===== src/rtl/ctrl_pkg.sv =====
// Shared types and encodings for the multicycle main control FSM.
// Opcode values, ALU-op and mux select codes used by the controller and its neighbours.
package ctrl_pkg;

  typedef enum logic [3:0] {
    IDLE   = 4'd0,
    FETCH  = 4'd1,
    DECODE = 4'd2,
    MEMADR = 4'd3,
    MEMRD  = 4'd4,
    MEMWB  = 4'd5,
    MEMWR  = 4'd6,
    EXEC   = 4'd7,
    ALUWB  = 4'd8,
    BRANCH = 4'd9,
    IEXEC  = 4'd10,
    IWB    = 4'd11,
    JUMP   = 4'd12
  } state_t;

  localparam logic [3:0] OP_RTYPE = 4'b0000;
  localparam logic [3:0] OP_LW    = 4'b0001;
  localparam logic [3:0] OP_SW    = 4'b0010;
  localparam logic [3:0] OP_BEQ   = 4'b0011;
  localparam logic [3:0] OP_ADDI  = 4'b0100;
  localparam logic [3:0] OP_ORI   = 4'b0101;
  localparam logic [3:0] OP_J     = 4'b0110;

  localparam logic [1:0] ALUOP_FUNCT = 2'b00;
  localparam logic [1:0] ALUOP_SUB   = 2'b01;
  localparam logic [1:0] ALUOP_ADD   = 2'b10;
  localparam logic [1:0] ALUOP_OR    = 2'b11;

  localparam logic [1:0] SRCB_REGB = 2'b00;
  localparam logic [1:0] SRCB_ONE  = 2'b01;
  localparam logic [1:0] SRCB_IMM  = 2'b10;
  localparam logic [1:0] SRCB_BOFF = 2'b11;

  localparam logic [1:0] PCSRC_ALU    = 2'b00;
  localparam logic [1:0] PCSRC_ALUOUT = 2'b01;
  localparam logic [1:0] PCSRC_JUMP   = 2'b10;

endpackage


===== src/rtl/multicycle_ctrl.sv =====
// Multicycle main control FSM: sequences fetch/decode/execute/memory/writeback,
// handshakes with memory and drives datapath enables, mux selects and ALU-op.
module multicycle_ctrl
  import ctrl_pkg::*;
#(
  parameter int unsigned OP_W    = 4,
  parameter int unsigned FUNCT_W = 4
) (
  input  logic               clk,
  input  logic               rst_n,
  input  logic [OP_W-1:0]    opcode,
  input  logic [FUNCT_W-1:0] funct_in,
  input  logic               mem_ready,
  input  logic               zero,
  output logic               mem_req,
  output logic               mem_write,
  output logic               iord,
  output logic               ir_write,
  output logic               pc_write_en,
  output logic [1:0]         pc_src,
  output logic               alu_src_a,
  output logic [1:0]         alu_src_b,
  output logic [1:0]         alu_op,
  output logic [FUNCT_W-1:0] funct,
  output logic               reg_write,
  output logic               reg_dst,
  output logic               mem_to_reg,
  output logic               illegal_seen,
  output logic [3:0]         state_o
);

  state_t state_q, state_d;
  logic   illegal_q, illegal_d;

  logic op_r, op_lw, op_sw, op_beq, op_addi, op_ori, op_j, op_legal;

  assign op_r     = (opcode == OP_W'(OP_RTYPE));
  assign op_lw    = (opcode == OP_W'(OP_LW));
  assign op_sw    = (opcode == OP_W'(OP_SW));
  assign op_beq   = (opcode == OP_W'(OP_BEQ));
  assign op_addi  = (opcode == OP_W'(OP_ADDI));
  assign op_ori   = (opcode == OP_W'(OP_ORI));
  assign op_j     = (opcode == OP_W'(OP_J));
  assign op_legal = op_r | op_lw | op_sw | op_beq | op_addi | op_ori | op_j;

  always_ff @(posedge clk or negedge rst_n) begin
    if (!rst_n) begin
      state_q   <= IDLE;
      illegal_q <= 1'b0;
    end else begin
      state_q   <= state_d;
      illegal_q <= illegal_d;
    end
  end

  always_comb begin
    state_d   = FETCH;
    illegal_d = illegal_q;
    case (state_q)
      IDLE:   state_d = FETCH;
      FETCH:  state_d = mem_ready ? DECODE : FETCH;
      DECODE: begin
        if (op_r)                       state_d = EXEC;
        else if (op_lw || op_sw)        state_d = MEMADR;
        else if (op_beq)                state_d = BRANCH;
        else if (op_addi || op_ori)     state_d = IEXEC;
        else if (op_j)                  state_d = JUMP;
        else begin
          state_d   = FETCH;
          illegal_d = 1'b1;
        end
      end
      // Opcode is held from DECODE, so only LW/SW can be seen here.
      MEMADR: state_d = op_sw ? MEMWR : MEMRD;
      MEMRD:  state_d = mem_ready ? MEMWB : MEMRD;
      MEMWB:  state_d = FETCH;
      MEMWR:  state_d = mem_ready ? FETCH : MEMWR;
      EXEC:   state_d = ALUWB;
      ALUWB:  state_d = FETCH;
      BRANCH: state_d = FETCH;
      IEXEC:  state_d = IWB;
      IWB:    state_d = FETCH;
      JUMP:   state_d = FETCH;
      default: state_d = FETCH;
    endcase
  end

  always_comb begin
    mem_req     = 1'b0;
    mem_write   = 1'b0;
    iord        = 1'b0;
    ir_write    = 1'b0;
    pc_write_en = 1'b0;
    pc_src      = PCSRC_ALU;
    alu_src_a   = 1'b0;
    alu_src_b   = SRCB_REGB;
    alu_op      = ALUOP_FUNCT;
    funct       = '0;
    reg_write   = 1'b0;
    reg_dst     = 1'b0;
    mem_to_reg  = 1'b0;
    case (state_q)
      FETCH: begin
        mem_req     = 1'b1;
        alu_src_b   = SRCB_ONE;
        alu_op      = ALUOP_ADD;
        ir_write    = mem_ready;
        pc_write_en = mem_ready;
      end
      DECODE: begin
        alu_src_b = SRCB_BOFF;
        alu_op    = ALUOP_ADD;
      end
      MEMADR: begin
        alu_src_a = 1'b1;
        alu_src_b = SRCB_IMM;
        alu_op    = ALUOP_ADD;
      end
      MEMRD: begin
        mem_req = 1'b1;
        iord    = 1'b1;
      end
      MEMWB: begin
        reg_write  = 1'b1;
        mem_to_reg = 1'b1;
      end
      MEMWR: begin
        mem_req   = 1'b1;
        mem_write = 1'b1;
        iord      = 1'b1;
      end
      EXEC: begin
        alu_src_a = 1'b1;
        alu_src_b = SRCB_REGB;
        alu_op    = ALUOP_FUNCT;
        funct     = funct_in;
      end
      ALUWB: begin
        reg_write = 1'b1;
        reg_dst   = 1'b1;
      end
      BRANCH: begin
        alu_src_a   = 1'b1;
        alu_src_b   = SRCB_REGB;
        alu_op      = ALUOP_SUB;
        pc_src      = PCSRC_ALUOUT;
        pc_write_en = zero;
      end
      IEXEC: begin
        alu_src_a = 1'b1;
        alu_src_b = SRCB_IMM;
        alu_op    = op_ori ? ALUOP_OR : ALUOP_ADD;
      end
      IWB: begin
        reg_write = 1'b1;
      end
      JUMP: begin
        pc_src      = PCSRC_JUMP;
        pc_write_en = 1'b1;
      end
      default: ;
    endcase
  end

  assign illegal_seen = illegal_q;
  assign state_o      = state_q;

endmodule


===== config.mk =====
export PLATFORM = sky130hd
export DESIGN_NAME = multicycle_ctrl
export DESIGN_NICKNAME = d
export VERILOG_FILES = /design/src/rtl/ctrl_pkg.sv /design/src/rtl/multicycle_ctrl.sv
export SDC_FILE = /design/constraint.sdc
export NUM_CORES = 1
export LEC_CHECK = 0
export ABC_AREA = 1
export BUFFER_PORTS_ARGS = -buffer_cell sky130_fd_sc_hd__buf_2
export CORE_AREA = 10 10 47 49
export CTS_BUF_LIST = sky130_fd_sc_hd__clkbuf_4 sky130_fd_sc_hd__clkbuf_8 sky130_fd_sc_hd__clkbuf_16
export CTS_CLUSTER_SIZE = 40
export DETAILED_ROUTE_END_ITERATION = 7
export DIE_AREA = 0 0 57 59
export HOLD_SLACK_MARGIN = 0.15
export PLACE_DENSITY = 0.78
export SLEW_MARGIN = 10
export SYNTH_ARGS = -nofsm -noshare
export SYNTH_HDL_FRONTEND = slang
export SYNTH_SLANG_ARGS = --single-unit

===== constraint.sdc =====
create_clock -name clk -period 2.6 [get_ports clk]
set_clock_uncertainty 0.1 [all_clocks]
set_input_delay 0.26 -clock clk [delete_from_list [all_inputs] [get_ports clk]]
set_output_delay 0.26 -clock clk [all_outputs]
set_load 0.01 [all_outputs]

==> results of run 1 <==
area by class of cell:
| cell class | instances | area share (%) |
|---|---|---|
| multi-input combinational | 76 | 41.7 |
| timing repair buffer | 36 | 24.0 |
| sequential | 5 | 16.2 |
| inverter | 24 | 11.7 |
| clock buffer | 4 | 3.89 |
| tap | 16 | 2.59 |
per-layer routing:
metal  GRT usage [%]  vias to the layer above
met1            11.3                      321
met4            5.03                        0
li1                -                      393
met5               0                        -
met3            2.15                        4
met2            18.3                       28
synth_stat cells:
| library cell | number |
|---|---|
| a21oi_1 | 3 |
| dfrtp_1 | 5 |
| inv_1 | 19 |
| inv_2 | 5 |
| nand2_1 | 36 |
| nand2_2 | 1 |
| nand3_1 | 8 |
| nand4_1 | 1 |
| nor2_1 | 20 |
| nor2_2 | 2 |
| nor2_4 | 1 |
| o21ai_0 | 2 |
| o21ai_1 | 2 |
registers in the layout (all words and copies together) (netlist names):
name          flops
state_o           4
illegal_seen      1
logic make-up (layout without fill, tap and decap cells):
kind of cell	count (synthesis)	count (layout)	share of synthesized area [%]
simple gates	69	69	53.4
buf+inv	24	64	16.8
compound gates	7	7	6.53
flops	5	5	23.3
stage by stage:
step / worst slack, ps / hold slack (ps) / power, mW
after global routing: 690 / 284 / 0.754
after floorplan: 1150 / -136 / 0.413
after CTS: 847 / 277 / 0.687
after global placement: 1120 / -21.9 / 0.581
after detailed placement: 1100 / -18.5 / 0.585
final: 857 / 270 / 0.678
power by group through the flow:
stage               clock, mW  combinational [mW]  sequential, mW
global route            0.105               0.506           0.143
detailed placement          0               0.446           0.140
global placement            0               0.443           0.137
CTS                     0.101               0.448           0.139
floorplan                   0               0.267           0.146
finish                 0.0986               0.441           0.139
worst max-delay path: cells and delay by family, from the launching register on:
kind | cells | cell delay [ps]
simple gates | 4 | 540
flops | 1 | 420
buf+inv | 2 | 190
final timing paths:
path	startpoint	end	slack (ps)
min	rst_n	state_o[3]$_DFF_PN0_	270
max in group asynchronous	rst_n	state_o[0]$_DFF_PN0_	2000
min reg2reg	illegal_seen$_DFFE_PN0P_	illegal_seen$_DFFE_PN0P_	350
min in group clk	opcode[0]	state_o[1]$_DFF_PN0_	290
max reg2reg	state_o[3]$_DFF_PN0_	state_o[0]$_DFF_PN0_	1290
max	state_o[3]$_DFF_PN0_	alu_src_a	860
cells in the final DEF, fill, tap and decap left out:
cell           Yosys  routed
nor2_1            20      20
o21ai_0            2       2
inv_1             19      19
clkbuf_4           0       4
nand2_1           36      36
nand4_1            1       1
dfrtp_1            5       5
buf_2              0      35
dlygate4sd3_1      0       1
o21ai_1            2       2
nor2_2             2       2
nand3_1            8       8
inv_2              5       5
a21oi_1            3       3
nor2_4             1       1
nand2_2            1       1
==> reports/qor.yml, run 1 <==
place_hpwl_mm: 1.58
avgViaCountPerCell: 4.63
fin_area_um2: 772
hold_class: "in2async"
peakVddDrop_v: 0.000459
io_buffers: 35
grt_overflow_total: 0
grt_max_degree: 9
cts_tree: "yes"
slowest_delay_ps: 420
max_freq_mhz: 574
fin_tns_setup_ps: 0
ys_warn_count: 0
ys_ff_latch: 5
cts_setup_buffers: 0
power.density_nw_per_um2: 879
p_int_mw: 0.331
die-area_um2: 3360
clk_pin_slew_ps: 50
min_period_ps: 1740
endpoint_kind: "output port"
routedWlPerCell_um: 11.0
cts_hold_buf: 1
nNetsFinal: 158
wl_met1_um: 782
synth_top_area_share_pct: 25.2
wl_met2_um: 848
dp.cells: 156
drtIter0Drc: 17
power_frac_seq_pct: 20.5
cts.sinks: 5
yosys.area.top_type: "nand2_1"
cp.arrival_ps: 1380
drv_cap: 0
synthDistinctLibCells: 13
synth_area_um2: 537
cp_slowest_cell: "dfrtp_1"
rsz0062_at_grt: "no"
via_count: 746
maxSlewViolCount: 0
ant_nets: 0
avgSynthCellArea_um2: 5.11
dr_wl_met3_um: 102
syn_nets: 117
max-clock-path-buffers: 2
grt_pass1_wl_mm: 2.97
grt_use_total_pct: 10.3
h-tree-depth: 1
seqCellArea_um2: 125
worstSetupPathType: "reg2out"
finalHoldViolCount: 0
power.switching_mw: 0.347
crit_top_cell: "nor2_1"
drive_above_1_share_pct: 33.1
numCtsBuffers: 3
first_global_vias: 741
die_w_um: 57
antenna_found_initial: 0
critPathMaxFanout: 6
clockRootBuffer: "clkbuf_4"
slew_headroom_pct: 80.7
fillers: 164
crit_required_ps: 2240
fin_util_pct: 55.1
status: "finished clean"
period_share_pct: 67.0
fin_cells: 161
core_um2: 1400
syn_to_final_growth_pct: 43.8
maxUsedRoutingLayer: "met4"
diodes: 0
setup_viol: 0
swShare_pct: 51.2
placed_area_um2: 732
clkPwrFrac_pct: 14.5
multi_input_area_um2: 322
p_leak_nw: 0.552
worstRegToRegCells: 4
firstDrtPassIters: 4
synthTopCellsByArea: "nand2_1 25%, dfrtp_1 23%, nor2_1 14%"
drt-total-wl_mm: 1.77
seq_area_frac_synth_pct: 23.3
initial_core_util_pct: 38.3
place.gp.congestion: 0.851
rows: 14
drc: 0
max_slew.worst_pin.slew_ps: 289
clock_latency_ps: 240
timing.critical_path.from_type: "flip-flop"
ioPinCount: 36
die_y_um: 59
cts_resized: 0
crit_chain: "nor2_2, inv_2, nor2_1, nor2_1, nand3_1, buf_2"
power_frac_comb_pct: 65.0
synthCells: 105
Power figures use the tool's default switching activity.
==> run 2, diff against run 1 <==
Settings changed: CORE_AREA 10 10 47 49 to unset, CORE_MARGIN set to 10, CORE_UTILIZATION set to 36, DIE_AREA 0 0 57 59 to unset, PLACE_DENSITY 0.78 to 0.73.
Clock period 2.6 ns to 1.45 ns, I/O delays scaled along.
==> run 2 against run 1 <==
  * The flow now finishes with violations (setup timing)
  * Critical path depth stayed put
  * Final cell count is 11% higher
  * Global-route usage is 2.3 points higher
  * Highest routed layer unchanged
==> reports/qor.yml, run 2 (synthesis results as in run 1) <==
timing.critical_path.from_type: "flip-flop"
numCtsBuffers: 3  # unchanged
antenna_found_initial: 0  # unchanged
min_period_ps: 1690
slowest_delay_ps: 460  # +40 ps
crit_required_ps: 1210  # -1030 ps
clock_latency_ps: 250  # about the same
drc: 0  # unchanged
power.switching_mw: 0.933  # +170%
status: "finished with violations"
clkPwrFrac_pct: 10.1  # -4.4 points
power.density_nw_per_um2: 1700  # +93%
fin_cells: 179  # +11%
grt_use_total_pct: 12.6  # +2.3 points
hold_class: "in2reg"
drtIter0Drc: 21  # +4
power_frac_seq_pct: 16.2  # -4.3 points
place.gp.congestion: 0.937  # +10%
power_frac_comb_pct: 73.7  # +8.7 points
firstDrtPassIters: 4  # unchanged
syn_to_final_growth_pct: 101
critPathMaxFanout: 5  # -1
max-clock-path-buffers: 2  # unchanged
initial_core_util_pct: 39.8  # +1.5 points
setup_viol: 19  # +19
nNetsFinal: 177  # +12%
maxSlewViolCount: 0  # unchanged
diodes: 0  # unchanged
first_global_vias: 802  # +8.2%
drt-total-wl_mm: 2.82  # +60%
drv_cap: 0  # unchanged
finalHoldViolCount: 0  # unchanged
violations: "setup timing"
crit_chain: "nor2_4, inv_2, nor2_4, inv_2, nor2_1, buf_2"
grt_pass1_wl_mm: 3.54  # +19%
drive_above_1_share_pct: 57.9  # +25 points
grt_max_degree: 9  # unchanged
routedWlPerCell_um: 15.8  # +44%
ioPinCount: 36  # unchanged
avgViaCountPerCell: 5.02  # +8.3%
via_count: 898  # +20%
p_int_mw: 0.894  # +170%
cts_tree: "yes"
cts.sinks: 5  # unchanged
ant_nets: 0  # unchanged
mostFrequentLayoutCells: "32 x buf_2, 29 x nand2_1, 13 x inv_1, 13 x buf_4, 11 x nor2_1"
slew_headroom_pct: 82.4  # +1.8 points
peakVddDrop_v: 0.000952  # +110%
fin_ws_ps: -236  # -1090 ps
max_freq_mhz: 593
grt_overflow_total: 0  # unchanged
die_y_um: 58.6  # -0.65%
endpoint_kind: "output port"
crit_buf_inv: 3  # +1
die_w_um: 58.6  # +2.8%
rsz0062_at_grt: "yes"
cp_slowest_cell: "dfrtp_2"
place_ws_ps: 41.5  # -1060 ps
path_depth: 6  # unchanged
fin_util_pct: 79.8  # +25 points
swShare_pct: 51.1  # -0.12 points
worstSetupPathType: "reg2out"
clk_pin_slew_ps: 50  # about the same
h-tree-depth: 1  # unchanged
io_buffers: 35  # unchanged
worstRegToRegCells: 8  # +4
p_leak_nw: 0.695  # +26%
dp.cells: 155  # -0.64%
period_share_pct: 116
final_common_cell: "buf_2"
rows: 13  # -1
path_delay_family: "flip-flops"
die-area_um2: 3440  # +2.2%
hold_depth: 6
max_slew.worst_pin.slew_ps: 264  # -25.5 ps
cp.arrival_ps: 1440  # +60 ps
clockRootBuffer: "clkbuf_4"
place_hpwl_mm: 1.54  # -2.2%
core_um2: 1350  # -3.7%
largest_register_ffs: 4  # unchanged
run 2: cell types whose count changed in the layout (fill, tap and decap cells not counted), moves of 4 or more:
cell     previous run  this run
buf_4               0        13
nor2_4              1         7
nand2_1            36        29
inv_1              19        13
nor2_1             20        11
inv_2               5         9
buf_6               0         8
nand2_4             0         4
run 2: layout make-up:
class | count | area [µm²]
Inverter | 24 | 95.1
Sequential cell | 5 | 129
Tap cell | 15 | 18.8
Fill cell | 94 | 273
Clock buffer | 4 | 30.0
Multi-Input combinational cell | 76 | 437
Timing Repair Buffer | 55 | 368
run 2: what timing repair did:
action,in CTS,in global routing
endpoints found under the setup margin,16,20
pin swaps,7,7
resized for setup,25,25
hold buffers,2,0
hold endpoints to repair,5,0
buffers inserted,14,7
run 2: final timing paths:
check / startpoint / end / slack [ps]
min reg2reg: illegal_seen$_DFFE_PN0P_ / illegal_seen$_DFFE_PN0P_ / 370
min in group asynchronous: rst_n / state_o[1]$_DFF_PN0_ / 700
max reg2reg: state_o[1]$_DFF_PN0_ / state_o[2]$_DFF_PN0_ / 10
min: opcode[1] / state_o[2]$_DFF_PN0_ / 180
max in group asynchronous: rst_n / state_o[3]$_DFF_PN0_ / 350
max: state_o[3]$_DFF_PN0_ / funct[1] / -240
run 2: per-stage QoR:
stage          hold WS [ps]  cell area (µm²)  TNS [ps]  total power [mW]
2_1_floorplan          -251              537         0             0.740
3_3_place_gp           -135              731         0              1.04
3_5_place_dp           -139              731         0              1.04
4_1_cts                 158              961      -671              1.53
5_1_grt                 209             1080     -3230              1.95
6_report                178             1080     -2020              1.83
run 2: power by group through the flow:
stage | combinational, mW | sequential (mW) | clock [mW]
2_1_floorplan | 0.479 | 0.261 | 0
3_3_place_gp | 0.790 | 0.250 | 0
3_5_place_dp | 0.792 | 0.252 | 0
4_1_cts | 1.06 | 0.282 | 0.187
5_1_grt | 1.45 | 0.301 | 0.201
6_report | 1.35 | 0.296 | 0.184
run 2: layer usage:
metal | track usage (%) | share of wire [%]
met5 | 0 | 0
met2 | 20.3 | 48
met4 | 4.26 | 2.8
met1 | 13.5 | 37
met3 | 7.08 | 12
run 2: worst reg2reg max path: stages (launching register included):
cell and delay, ps:
dfrtp_2 510, inv_4 80, nor2_4 130, buf_6 130, nand2_4 50, buf_4 130, nor2_2 120, a21oi_1 60
nand2_1 60
==> run 3, diff against run 2 <==
Settings changed: BUFFER_PORTS_ARGS -buffer_cell sky130_fd_sc_hd__buf_2 to unset, CORE_AREA set to 10 10 47 49, CORE_MARGIN 10 to unset, CORE_UTILIZATION 36 to unset, DIE_AREA set to 0 0 57 59, DONT_BUFFER_PORTS set to 1, PLACE_DENSITY 0.73 to unset.
==> run 3 against run 2 <==
  * The flow still finishes with violations (setup timing)
  * Clock power hardly changed
  * Flip-flop and latch count stayed put
  * Die area is 2.1% lower
  * Worst setup slack better by 220 ps
  * Final area is 15% lower
  * Combinational power is 25% lower
  * Core utilization is 15 points lower
  * Sequential share of layout area is 2.1 points higher
==> reports/qor.yml, run 3 (synthesis results as in run 1) <==
status: "finished with violations"
violations: "setup timing"
fin_cells: 145  # -19%
hold_ws_ps: 312  # +134 ps
ant_nets: 0  # unchanged
first_global_vias: 750  # -6.5%
place_hpwl_mm: 1.53  # -1.1%
rows: 14  # +1
endpoint_kind: "output port"
cts_tree: "yes"
peakVddDrop_v: 0.000724  # -24%
max_freq_mhz: 680  # +15%
avgViaCountPerCell: 5.10  # +1.6%
cts.sinks: 5  # unchanged
clk_pin_slew_ps: 50  # about the same
critPathMaxFanout: 5  # unchanged
die_y_um: 59  # +0.66%
nNetsFinal: 142  # -20%
initial_core_util_pct: 38.3  # -1.5 points
crit_required_ps: 1210  # about the same
clockRootBuffer: "clkbuf_4"
drive_above_1_share_pct: 46.5  # -11 points
clock_latency_ps: 250  # about the same
cp.arrival_ps: 1230  # -210 ps
period_share_pct: 101  # -15 points
min_period_ps: 1470  # -215 ps
via_count: 739  # -18%
grt_pass1_wl_mm: 3.49  # -1.4%
final_common_cell: "nand2_1"
dp.cells: 128  # -17%
syn_to_final_growth_pct: 70.2
cp_slowest_cell: "dfrtp_1"
place_ws_ps: 86.4  # +44.9 ps
max-clock-path-buffers: 2  # unchanged
drtIter0Drc: 19  # -9.5%
numCtsBuffers: 3  # unchanged
diodes: 0  # unchanged
rsz0062_at_grt: "yes"
setup_viol: 6  # -13
drt-total-wl_mm: 2.11  # -25%
die_w_um: 57  # -2.8%
grt_max_degree: 7  # -2
antenna_found_initial: 0  # unchanged
slew_headroom_pct: 83.0  # +0.57 points
finalHoldViolCount: 0  # unchanged
power.density_nw_per_um2: 1610  # -5.3%
p_leak_nw: 0.510  # -27%
timing.critical_path.from_type: "flip-flop"
routedWlPerCell_um: 14.5  # -7.9%
die-area_um2: 3360  # -2.1%
power.total_mw: 1.47  # -20%
core_um2: 1400  # +3.8%
firstDrtPassIters: 4  # unchanged
h-tree-depth: 1  # unchanged
drc: 0  # unchanged
crit_chain: "buf_4, nor2_4, nand3_2, nand3_2"
hold_class: "in2out"
crit_top_cell: "nand3_2"
place.gp.congestion: 0.849  # -9.4%
maxSlewViolCount: 0  # unchanged
grt_use_total_pct: 12.6  # +0.033 points
max_slew.worst_pin.slew_ps: 254  # -9.36 ps
slowest_delay_ps: 380  # -80 ps
largest_register_ffs: 4  # unchanged
drv_cap: 0  # unchanged
mostFrequentLayoutCells: "28 x nand2_1, 12 x inv_1, 11 x inv_2"
io_buffers: 0  # -100%
ioPinCount: 36  # unchanged
fin_ws_ps: -21.0  # +215 ps
worstSetupPathType: "reg2out"
grt_overflow_total: 0  # unchanged
==> run 3: cell types whose count changed in the layout (fill, tap and decap cells not counted), sizes merged <==
cell	delta
buf	-43
dlygate4sd3	+8
==> run 3: worst max-delay path: cells and delay by family (launching register included) <==
family / cells / cell delay [ps]
buf+inv: 1 / 150
flops: 1 / 380
simple gates: 3 / 440
==> run 3: report_power, final <==
group	internal, mW	total (mW)	switching [mW]
clock	0.123	0.185	0.0621
sequential	0.187	0.271	0.0846
combinational	0.368	1.01	0.643
total	0.677	1.47	0.789
==> run 3: path summary, 6_finish.rpt <==
path,from,end,slack [ps],cells after the start
max in group asynchronous,rst_n,state_o[3]$_DFF_PN0_,380,2
min in group asynchronous,rst_n,state_o[2]$_DFF_PN0_,630,2
min reg2reg,illegal_seen$_DFFE_PN0P_,illegal_seen$_DFFE_PN0P_,500,2
min,funct_in[1],funct[1],310,2
max reg2reg,state_o[2]$_DFF_PN0_,state_o[2]$_DFF_PN0_,200,7
max,state_o[2]$_DFF_PN0_,pc_write_en,-20,4
==> run 3: layer usage <==
metal | vias up | track usage, % | routed length [µm]
li1 | 362 | - | -
met1 | 328 | 10.6 | 653
met2 | 43 | 24.2 | 1130
met3 | 6 | 6.01 | 283
met4 | 0 | 6.04 | 44
met5 | - | 0 | 0
==> run 3: repair_timing <==
action | in CTS | in global routing
resized for setup | 35 | 16
hold endpoints to repair | 10 | 0
hold buffers | 10 | 0
setup buffers | 3 | 0
setup endpoints to repair | 16 | 18
pin swaps | 6 | 3
==> run 3: layout make-up <==
cell class / count / area (µm²)
fill: 123 / 488
inverter: 24 / 92.6
clock buffer: 4 / 30.0
sequential: 5 / 129
multi-input combinational: 76 / 459
tap: 16 / 20.0
timing repair buffer: 20 / 183
==> run 3: per-stage QoR <==
stage,TNS (ps),util [%],area (µm²)
floorplan,0,-,537
global placement,0,43.5,609
detailed placement,0,43.5,609
CTS,-1.25,62.6,877
global route,-772,65.2,913
finish,-94.8,65.2,913
